===== config.mk =====
export PLATFORM = sky130hd
export DESIGN_NAME = uart_echo
export DESIGN_NICKNAME = d
export VERILOG_FILES = /design/src/rtl/uart_echo.sv
export SDC_FILE = /design/constraint.sdc
export NUM_CORES = 1
export LEC_CHECK = 0
export BUFFER_PORTS_ARGS = -buffer_cell sky130_fd_sc_hd__buf_4
export CORE_ASPECT_RATIO = 1.25
export CORE_MARGIN = 4
export CORE_UTILIZATION = 35
export CTS_BUF_LIST = sky130_fd_sc_hd__clkbuf_4 sky130_fd_sc_hd__clkbuf_8 sky130_fd_sc_hd__clkbuf_16
export DETAILED_ROUTE_END_ITERATION = 8
export SYNTH_ARGS = -nofsm -noshare
export SYNTH_HDL_FRONTEND = slang
export SYNTH_SLANG_ARGS = --single-unit
export TNS_END_PERCENT = 50

===== constraint.sdc =====
create_clock -name clk -period 3.7 [get_ports clk]
set_clock_uncertainty 0.15 [all_clocks]
set_input_delay 0.185 -clock clk [delete_from_list [all_inputs] [get_ports clk]]
set_output_delay 0.185 -clock clk [all_outputs]
set_load 0.01 [all_outputs]

===== src/rtl/uart_echo.sv =====
// UART loopback: 8N1 receiver timed by an oversampling counter, one-byte holding register,
// and a transmitter paced by the external clk_en baud tick.
module uart_echo #(
    parameter int unsigned CLKS_PER_BIT = 16
) (
    input  logic clk,
    input  logic rst,
    input  logic clk_en,
    input  logic rx,
    output logic tx
);
    localparam int unsigned CntW = $clog2(CLKS_PER_BIT);
    localparam logic [CntW-1:0] HalfLast = CntW'(CLKS_PER_BIT / 2 - 1);
    localparam logic [CntW-1:0] FullLast = CntW'(CLKS_PER_BIT - 1);

    typedef enum logic [1:0] {RxIdle, RxStart, RxData, RxStop} rx_state_e;
    typedef enum logic [1:0] {TxIdle, TxStart, TxData, TxStop} tx_state_e;

    logic            rx_meta_q, rx_s_q;
    rx_state_e       rx_state_q, rx_state_d;
    logic [CntW-1:0] rx_cnt_q, rx_cnt_d;
    logic [2:0]      rx_bit_q, rx_bit_d;
    logic [7:0]      rx_shift_q, rx_shift_d;
    logic            rx_done;

    logic [7:0]      hold_q, hold_d;
    logic            full_q, full_d;

    tx_state_e       tx_state_q, tx_state_d;
    logic [7:0]      tx_shift_q, tx_shift_d;
    logic [2:0]      tx_bit_q, tx_bit_d;
    logic            tx_q, tx_d;
    logic            tx_take;

    always_comb begin
        rx_state_d = rx_state_q;
        rx_cnt_d   = rx_cnt_q;
        rx_bit_d   = rx_bit_q;
        rx_shift_d = rx_shift_q;
        rx_done    = 1'b0;
        unique case (rx_state_q)
            RxIdle: begin
                if (!rx_s_q) begin
                    rx_state_d = RxStart;
                    rx_cnt_d   = '0;
                    rx_bit_d   = '0;
                end
            end
            RxStart: begin
                if (rx_cnt_q == HalfLast) begin
                    rx_cnt_d   = '0;
                    rx_state_d = rx_s_q ? RxIdle : RxData;
                end else begin
                    rx_cnt_d = rx_cnt_q + 1'b1;
                end
            end
            RxData: begin
                if (rx_cnt_q == FullLast) begin
                    rx_cnt_d   = '0;
                    rx_shift_d = {rx_s_q, rx_shift_q[7:1]};
                    rx_bit_d   = rx_bit_q + 3'd1;
                    if (rx_bit_q == 3'd7) begin
                        rx_state_d = RxStop;
                    end
                end else begin
                    rx_cnt_d = rx_cnt_q + 1'b1;
                end
            end
            RxStop: begin
                if (rx_cnt_q == FullLast) begin
                    rx_cnt_d   = '0;
                    rx_done    = rx_s_q;  // stop bit low is a framing error: byte discarded
                    rx_state_d = RxIdle;
                end else begin
                    rx_cnt_d = rx_cnt_q + 1'b1;
                end
            end
            default: rx_state_d = RxIdle;
        endcase
    end

    always_comb begin
        tx_state_d = tx_state_q;
        tx_shift_d = tx_shift_q;
        tx_bit_d   = tx_bit_q;
        tx_d       = tx_q;
        tx_take    = 1'b0;
        if (clk_en) begin
            unique case (tx_state_q)
                TxIdle: begin
                    tx_d = 1'b1;
                    if (full_q) begin
                        tx_take    = 1'b1;
                        tx_shift_d = hold_q;
                        tx_d       = 1'b0;
                        tx_state_d = TxStart;
                    end
                end
                TxStart: begin
                    tx_d       = tx_shift_q[0];
                    tx_shift_d = {1'b0, tx_shift_q[7:1]};
                    tx_bit_d   = '0;
                    tx_state_d = TxData;
                end
                TxData: begin
                    if (tx_bit_q == 3'd7) begin
                        tx_d       = 1'b1;
                        tx_state_d = TxStop;
                    end else begin
                        tx_d       = tx_shift_q[0];
                        tx_shift_d = {1'b0, tx_shift_q[7:1]};
                        tx_bit_d   = tx_bit_q + 3'd1;
                    end
                end
                TxStop: begin
                    tx_d       = 1'b1;
                    tx_state_d = TxIdle;
                end
                default: tx_state_d = TxIdle;
            endcase
        end
    end

    // A take and a new byte on the same clock: the take empties the slot, so the byte loads.
    always_comb begin
        hold_d = hold_q;
        full_d = full_q;
        if (tx_take) begin
            full_d = 1'b0;
        end
        if (rx_done && (!full_q || tx_take)) begin
            hold_d = rx_shift_q;
            full_d = 1'b1;
        end
    end

    always_ff @(posedge clk) begin
        if (rst) begin
            rx_meta_q  <= 1'b1;
            rx_s_q     <= 1'b1;
            rx_state_q <= RxIdle;
            rx_cnt_q   <= '0;
            rx_bit_q   <= '0;
            rx_shift_q <= '0;
            hold_q     <= '0;
            full_q     <= 1'b0;
            tx_state_q <= TxIdle;
            tx_shift_q <= '0;
            tx_bit_q   <= '0;
            tx_q       <= 1'b1;
        end else begin
            rx_meta_q  <= rx;
            rx_s_q     <= rx_meta_q;
            rx_state_q <= rx_state_d;
            rx_cnt_q   <= rx_cnt_d;
            rx_bit_q   <= rx_bit_d;
            rx_shift_q <= rx_shift_d;
            hold_q     <= hold_d;
            full_q     <= full_d;
            tx_state_q <= tx_state_d;
            tx_shift_q <= tx_shift_d;
            tx_bit_q   <= tx_bit_d;
            tx_q       <= tx_d;
        end
    end

    assign tx = tx_q;

endmodule


==> out/results.ini, run 1 <==
[route]
wl_um=4000
via_count=1588
antenna_left=0
wl_per_cell_um=13.8
drc_errors=0
firstDrtPassIters=4
drtIter0Drc=54
via_per_inst=5.48

[outcome]
outcome=completed

[flow_run]
drv_cap=0

[floorplan]
die_h_um=93.9
core_area_mm2=0.00578
ioPinCount=5
die_w_um=76.8
rows=31
start_util_pct=35.8
die_area_mm2=0.00721

[clock_network]
clkTransAtPathRegs_ps=80
cts_tree=built
cts.sinks=42
post_cts_buffers=0
htree_levels=2
clk_latency_ps=290
cts_made_buffers=5
clock-root-buffer=clkbuf_8
cts_max_path_buffers=2

[setup_path]
crit_path_start_kind=flip-flop
critical_path_required_ps=3720
r2r_start=tx_state_q[0]
arrival_ps=2050
crit_path_end_kind=flip-flop
rr_worst_depth=5
critPathMaxFanout=10
r2r_slack_ps=1670
path_class=flip-flop to flip-flop
critPathLaunch=tx_state_q[0]

[synth]
synth-edff-count=0
syn_area_mm2=0.00207
syn_nets=246
post_synth_inst_count=231
syn_avg_cell_area_um2=8.95
ys_types=40
synth.top_cells.by_area=dfxtp_1 (41%), mux2i_1 (7.7%), ha_1 (6.7%)
netlist.area_leader.share_pct=40.7
ys_ff_latch=42
synthArstFlopShare_pct=0
ys_seq_area_share_pct=40.7
synth_area_leader_cell=dfxtp_1
synth_ff_type=dfxtp_1
yosysWarnings=0

[cells_and_area]
design_area_mm2=0.00219
layout-drive-gt1-share_pct=9.82
nFillCells=591
areaGrowthSynthToFinish_pct=6.11
layout_common_cells=dfxtp_1 (42), a21oi_1 (21), mux2i_1 (16)
layout_commonest_cell=dfxtp_1
nets=238
diodes=0

[pwr]
powerDensity_mw_per_mm2=365
leakage_nw=0.711
vdd_drop_max_uv=158

[timing]
worst_pin_slew_ps=714
maxSlewHeadroom_pct=52.4
hold_violations=0
finalSetupTns_ps=0
fin_crit_sh_pct=54.7
drv_slew=0
setup-violations-final=0
finalCriticalPeriod_ps=2030
fmax_mhz=494
rsz0062_at_grt=no

[grt]
first_global_vias=1585
overflow=0
antenna_found_initial=0
grt_first_pass_wirelength_um=7110
grt_use_total_pct=12.2
grt_max_degree=42

[place]
portBuffers=4
dp_hpwl_um=2570
place_area_mm2=0.00209
gp_congestion=0.725

[worst_hold_path]
hold_start=clk_en
hold_class=primary input to flip-flop
hold-path-cell-count=2

[synth_stat cells (2+ instances only)]
master and number:
buf_2 10, o21ai_0 13, mux2i_1 16, nand4_1 7, or2_2 3, nand2_1 14, a21oi_1 21, nand3_1 12
and3_1 2, nor2b_1 2, or3_1 3, o211ai_1 3, inv_1 8, a31o_2 2, nor2_1 8, a31oi_1 10
ha_1 11, dfxtp_1 42, a211oi_1 7, and2_1 2, clkbuf_1 9, nand2b_1 8
[kinds of logic after synthesis]
group           after synthesis  synth area share [%]
compound gates               68                  21.5
simple gates                 66                  17.6
flops                        42                  40.7
buf+inv                      28                  5.87
mux                          16                  7.74
fa+ha+maj                    11                  6.65
[routing by layer]
metal / vias up / global-route usage, % / wire length, um
li1: 822 / - / -
met1: 749 / 13.2 / 1900
met2: 11 / 21.9 / 1930
met3: 6 / 2.88 / 73
met4: 0 / 6.34 / 89
met5: - / 0 / 0
[sequential cells by signal, indices dropped and copies added (netlist names), named ones only]
register and count:
tx 1, rx_bit_q 3, tx_bit_q 3, rx_meta_q 1, rx_cnt_q 4, rx_shift_q 8
full_q 1, rx_state_q 1, tx_state_q 2, tx_shift_q 8, rx_s_q 1, hold_q 8
[report_power, final]
| group | total, mW | internal, mW | switching [mW] |
|---|---|---|---|
| registers | 0.461 | 0.454 | 0.00610 |
| logic | 0.0250 | 0.00846 | 0.0166 |
| clock network | 0.315 | 0.158 | 0.157 |
| total | 0.801 | 0.621 | 0.180 |
[area by class of cell]
type	count	area, um^2	share of cell area [%]
sequential	42	841	38.3
tap	66	82.6	3.76
inverter	8	30.0	1.37
clock buffer	7	90.1	4.10
multi-input combinational	161	1110	50.4
timing repair buffer	5	40.0	1.82
clock inverter	1	5.00	0.228
[worst max-delay path: stages (launching register included)]
cell and delay, ps:
dfxtp_1 420, inv_1 110, ha_1 330, a21oi_2 410, and3_1 370, a211oi_1 120
[per-stage QoR]
| step | utilization (%) | total power, mW | instances | setup WS (ps) | hold WS, ps |
|---|---|---|---|---|---|
| after global placement | 36.2 | 0.496 | 281 | 1670 | 219 |
| after global routing | 38.0 | 0.832 | 290 | 1490 | 97.1 |
| final | 38.0 | 0.801 | 290 | 1670 | 80.0 |
| after detailed placement | 36.2 | 0.496 | 281 | 1680 | 224 |
| after floorplan | - | 0.489 | 231 | 1940 | 139 |
| after CTS | 38.0 | 0.816 | 290 | 1670 | 76.5 |
[timing repair]
action / 4_1_cts / 5_1_grt
hold buffers: 1 / 0
endpoints found under the hold margin: 1 / 0
resized for setup: 0 / 0
[path summary, 6_finish.rpt]
kind / endpoint
worst min register to register: rx_s_q
worst max-delay path: tx_shift_q[3]
worst min-delay path: tx_state_q[0]
worst max register to register: tx_shift_q[3]
Note: power is estimated with default switching activity, not from simulation.
==> run 2: changes to the inputs <==
==> constraint.sdc (replaced) <==
create_clock -name clk -period 2.1 [get_ports clk]
set_clock_uncertainty 0.15 [all_clocks]
set_input_delay 0.105 -clock clk [delete_from_list [all_inputs] [get_ports clk]]
set_output_delay 0.105 -clock clk [all_outputs]
set_load 0.01 [all_outputs]
==> run 2 against run 1 <==
  * Design area grew 5.5%
  * Sequential share of layout area is 2.0 points lower
  * Worst hold slack got worse by 8.6 ps
  * Count of clock-buffer cells in the layout decreased by 2
==> out/results.ini, run 2 (synthesis gave the netlist of run 1 again) <==
[timing]
worst_pin_slew_ps=463
drv_slew=0
hold_violations=0
rsz0062_at_grt=no
setup-violations-final=0
maxSlewHeadroom_pct=69.1
fin_crit_sh_pct=82.4
fmax_mhz=578
finalSetupTns_ps=0
finalCriticalPeriod_ps=1730

[clock_network]
cts_max_path_buffers=2
cts_made_buffers=5
clk_latency_ps=300
clock-root-buffer=clkbuf_8
clkTransAtPathRegs_ps=90
htree_levels=2
post_cts_buffers=0
cts.sinks=42
cts_tree=built
cts_hold_buffers=2
cts.repair.resized=0

[setup_path]
crit_path_end_kind=flip-flop
crit_path_start_kind=flip-flop
path_class=flip-flop to flip-flop
critical_path_required_ps=2180
arrival_ps=1810
critPathMaxFanout=11

[cells_and_area]
reg_top3=hold_q: 8 flops, rx_shift_q: 8 flops, tx_shift_q: 8 flops
layout_commonest_cell=dfxtp_1
layout-drive-gt1-share_pct=13.2
areaGrowthSynthToFinish_pct=11.9
diodes=0
fin_util_pct=40.1
nets=248
layout_common_cells=dfxtp_1 (42), a21oi_1 (21), mux2i_1 (16)

[route]
drtIter0Drc=71
antenna_left=0
firstDrtPassIters=4
wl_um=4090
via_count=1636
via_per_inst=5.45
drc_errors=0
wl_per_cell_um=13.6

[pwr]
powerDensity_mw_per_mm2=706
leakage_nw=0.778
vdd_drop_max_uv=237
p_total_mw=1.63

[place]
portBuffers=4
dp_hpwl_um=2740
gp_congestion=0.722

[floorplan]
core_area_mm2=0.00578
die_h_um=93.9
ioPinCount=5
start_util_pct=35.8
rows=31
die_w_um=76.8
die_area_mm2=0.00721

[grt]
antenna_found_initial=0
grt_use_total_pct=12.8
overflow=0
grt_max_degree=42
grt_first_pass_wirelength_um=7550
first_global_vias=1727

[flow_run]
drv_cap=0

[worst_hold_path]
hold_class=primary input to flip-flop

[outcome]
outcome=completed

-- run 2: path summary, 6_finish.rpt --
check                                 start             to  slack, ps  cells past startpoint
worst max-delay path            rx_cnt_q[0]  rx_shift_q[3]        370                      5
worst min-delay path                    rst         full_q         70                      2
worst max register to register  rx_cnt_q[0]  rx_shift_q[3]        370                      5
worst min register to register    rx_meta_q         rx_s_q        270                      1
-- run 2: through the flow --
| step | setup slack, ps | cell area (um^2) | instances | hold slack, ps |
|---|---|---|---|---|
| 6_report | 371 | 2310 | 300 | 71.5 |
| 5_1_grt | 163 | 2310 | 300 | 72.5 |
| 4_1_cts | 363 | 2310 | 300 | 59.9 |
| 3_5_place_dp | 373 | 2160 | 290 | 144 |
| 3_3_place_gp | 396 | 2160 | 290 | 139 |
| 2_1_floorplan | 337 | 2070 | 231 | 58.8 |
-- run 2: critical path: stages, from the launching register on --
cell	delay, ps
dfxtp_1	410
ha_1	210
buf_4	160
and4_1	460
nand3_1	120
a21oi_1	150
-- run 2: area by class of cell --
type                            count  area, um^2
Clock buffer                        5        68.8
Clock inverter                      3        68.8
Fill cell                         567        3460
Inverter                            8        30.0
Multi-Input combinational cell    161        1110
Sequential cell                    42         841
Tap cell                           66        82.6
Timing Repair Buffer               15         118
-- run 2: layer usage --
layer,track usage [%],vias to the layer above,part of all wire [%]
met1,13.9,781,45
met4,6.19,0,2.2
met2,23.3,11,51
met5,0,-,0
met3,2.88,7,1.8
li1,-,837,-
-- run 2: power by group --
| group | total (mW) | switching, mW | internal [mW] |
|---|---|---|---|
| registers | 0.809 | 0.00871 | 0.801 |
| clock network | 0.775 | 0.298 | 0.476 |
| logic | 0.0504 | 0.0330 | 0.0173 |
| total | 1.63 | 0.340 | 1.29 |
==> run 3: changes to the inputs <==
==> constraint.sdc (replaced) <==
create_clock -name clk -period 1.53 [get_ports clk]
set_clock_uncertainty 0.15 [all_clocks]
set_input_delay 0.0765 -clock clk [delete_from_list [all_inputs] [get_ports clk]]
set_output_delay 0.0765 -clock clk [all_outputs]
set_load 0.01 [all_outputs]
==> run 3 against run 2 <==
  * Count of clock-buffer cells in the layout up 1
  * Critical path depth stayed put
  * Register-to-register slack got worse by 360 ps
  * Clock power about the same
  * Routed wire length is 9.2% higher
  * Highest routed layer unchanged
  * Die area did not move
  * Critical endpoint is now tx_shift_q[4]
  * Via count increased by 4.5%
  * Core utilization is 4.4 points higher
  * Non-clock buffer count grew 18
  * Design area up 11%
  * Worst setup slack got worse by 360 ps
  * Global-route usage rose by 0.42 points
==> out/results.ini, run 3 (synthesis gave the netlist of run 1 again) <==
[outcome]
outcome=completed

[floorplan]
start_util_pct=35.8
die_w_um=76.8
rows=31
die_area_mm2=0.00721
die_h_um=93.9
core_area_mm2=0.00578
ioPinCount=5

[grt]
grt_max_degree=23
grt_first_pass_wirelength_um=7740
overflow=0
antenna_found_initial=0
grt_use_total_pct=13.2
first_global_vias=1677

[clock_network]
clock-root-buffer=clkbuf_8
clk_latency_ps=300
cts_tree=built
htree_levels=2
cts_max_path_buffers=2
cts_made_buffers=5
clkTransAtPathRegs_ps=80
cts.sinks=42

[timing]
setup-violations-final=0
rsz0062_at_grt=yes
hold_violations=0
maxSlewHeadroom_pct=76.9
fmax_mhz=660
finalSetupTns_ps=0
worst_pin_slew_ps=346
fin_crit_sh_pct=99.1
drv_slew=0
finalCriticalPeriod_ps=1520

[place]
gp_congestion=0.784
dp_cells=303
portBuffers=4
dp_hpwl_um=2870

[cells_and_area]
reg_top3=hold_q: 8 flops, rx_shift_q: 8 flops, tx_shift_q: 8 flops
areaGrowthSynthToFinish_pct=24.3
layout_commonest_cell=dfxtp_1
fin_util_pct=44.5
layout_common_cells=dfxtp_1 (36), buf_4 (24), a21oi_1 (20)
diodes=0
layout-drive-gt1-share_pct=27.0
nets=266
final_cells=318

[pwr]
leakage_nw=0.870
vdd_drop_max_uv=416
clockPowerShare_pct=39.3
switchingPower_mw=0.472
p_total_mw=1.97
power_switching_share_pct=24.0
powerDensity_mw_per_mm2=765
seq_power_share_pct=56.0
p_int_mw=1.50
comb_power_share_pct=4.7

[setup_path]
r2r_slack_ps=10
timing.critical_path.mode_cell=ha_4
crit_buf_inv=0
slowest_delay_ps=350
arrival_ps=1550
crit_path_start_kind=flip-flop
cp_cell_sequence=ha_4 > ha_4 > a21oi_4 > and3_2 > a211oi_1
critPathMaxFanout=7
path_delay_family=flip-flops
critPathSlowestCell=dfxtp_2
crit_path_end_kind=flip-flop
path_class=flip-flop to flip-flop
critical_path_required_ps=1560

[route]
firstDrtPassIters=4
via_per_inst=5.38
via_count=1710
wl_per_cell_um=14.0
drc_errors=0
antenna_left=0
wl_um=4460
drtIter0Drc=81

[flow_run]
drv_cap=0

[worst_hold_path]
hold_class=primary input to flip-flop

==> run 3: worst paths after layout <==
path               start            end  cells after the start
max          tx_bit_q[0]  tx_shift_q[4]                      5
min               clk_en  tx_shift_q[5]                      3
max reg2reg  tx_bit_q[0]  tx_shift_q[4]                      5
min reg2reg    rx_meta_q         rx_s_q                      1
==> run 3: worst min-delay path: cells and delay by family <==
kind	cells	cell delay [ps]
buffers and inverters	1	170
AOI/OAI and AO/OA	2	190
==> run 3: per-layer routing <==
metal  vias to the layer above  track usage [%]  part of all wire, %
li1                        884                -                    -
met1                       803             16.3                   47
met2                        15             21.4                   48
met3                         8             3.36                  2.2
met4                         0             6.19                  2.2
met5                         -                0                    0
==> run 3: cell type report <==
cell class	count	area [um^2]
Clock buffer	6	82.6
Clock inverter	2	12.5
Fill cell	548	3210
Inverter	8	37.5
Multi-Input combinational cell	161	1210
Sequential cell	42	853
Tap cell	66	82.6
Timing Repair Buffer	33	295
==> run 3: power groups by stage <==
| stage | combinational (mW) | sequential, mW | clock [mW] |
|---|---|---|---|
| 6_report | 0.0922 | 1.10 | 0.773 |
| 5_1_grt | 0.103 | 1.10 | 0.846 |
| 2_1_floorplan | 0.0535 | 1.13 | 0 |
| 3_3_place_gp | 0.0835 | 1.13 | 0 |
| 3_5_place_dp | 0.0835 | 1.13 | 0 |
| 4_1_cts | 0.0905 | 1.10 | 0.791 |
==> run 3: what timing repair did <==
action                     in CTS  in global routing
setup endpoints to repair      21                 33
hold buffers                    3                  0
pin swaps                       1                 10
resized for setup               8                 22
setup buffers                   0                  3
cloned                          1                  0
hold endpoints to repair       15                  0
==> run 3: per-stage QoR <==
step / instance area (um^2) / worst slack, ps / hold slack (ps)
3_5_place_dp: 2310 / -47.2 / 116
3_3_place_gp: 2310 / -19.6 / 114
6_report: 2570 / 13.9 / 42.3
5_1_grt: 2570 / -61.6 / 45.8
4_1_cts: 2470 / -27.2 / 29.0
2_1_floorplan: 2110 / -28.6 / 30.3
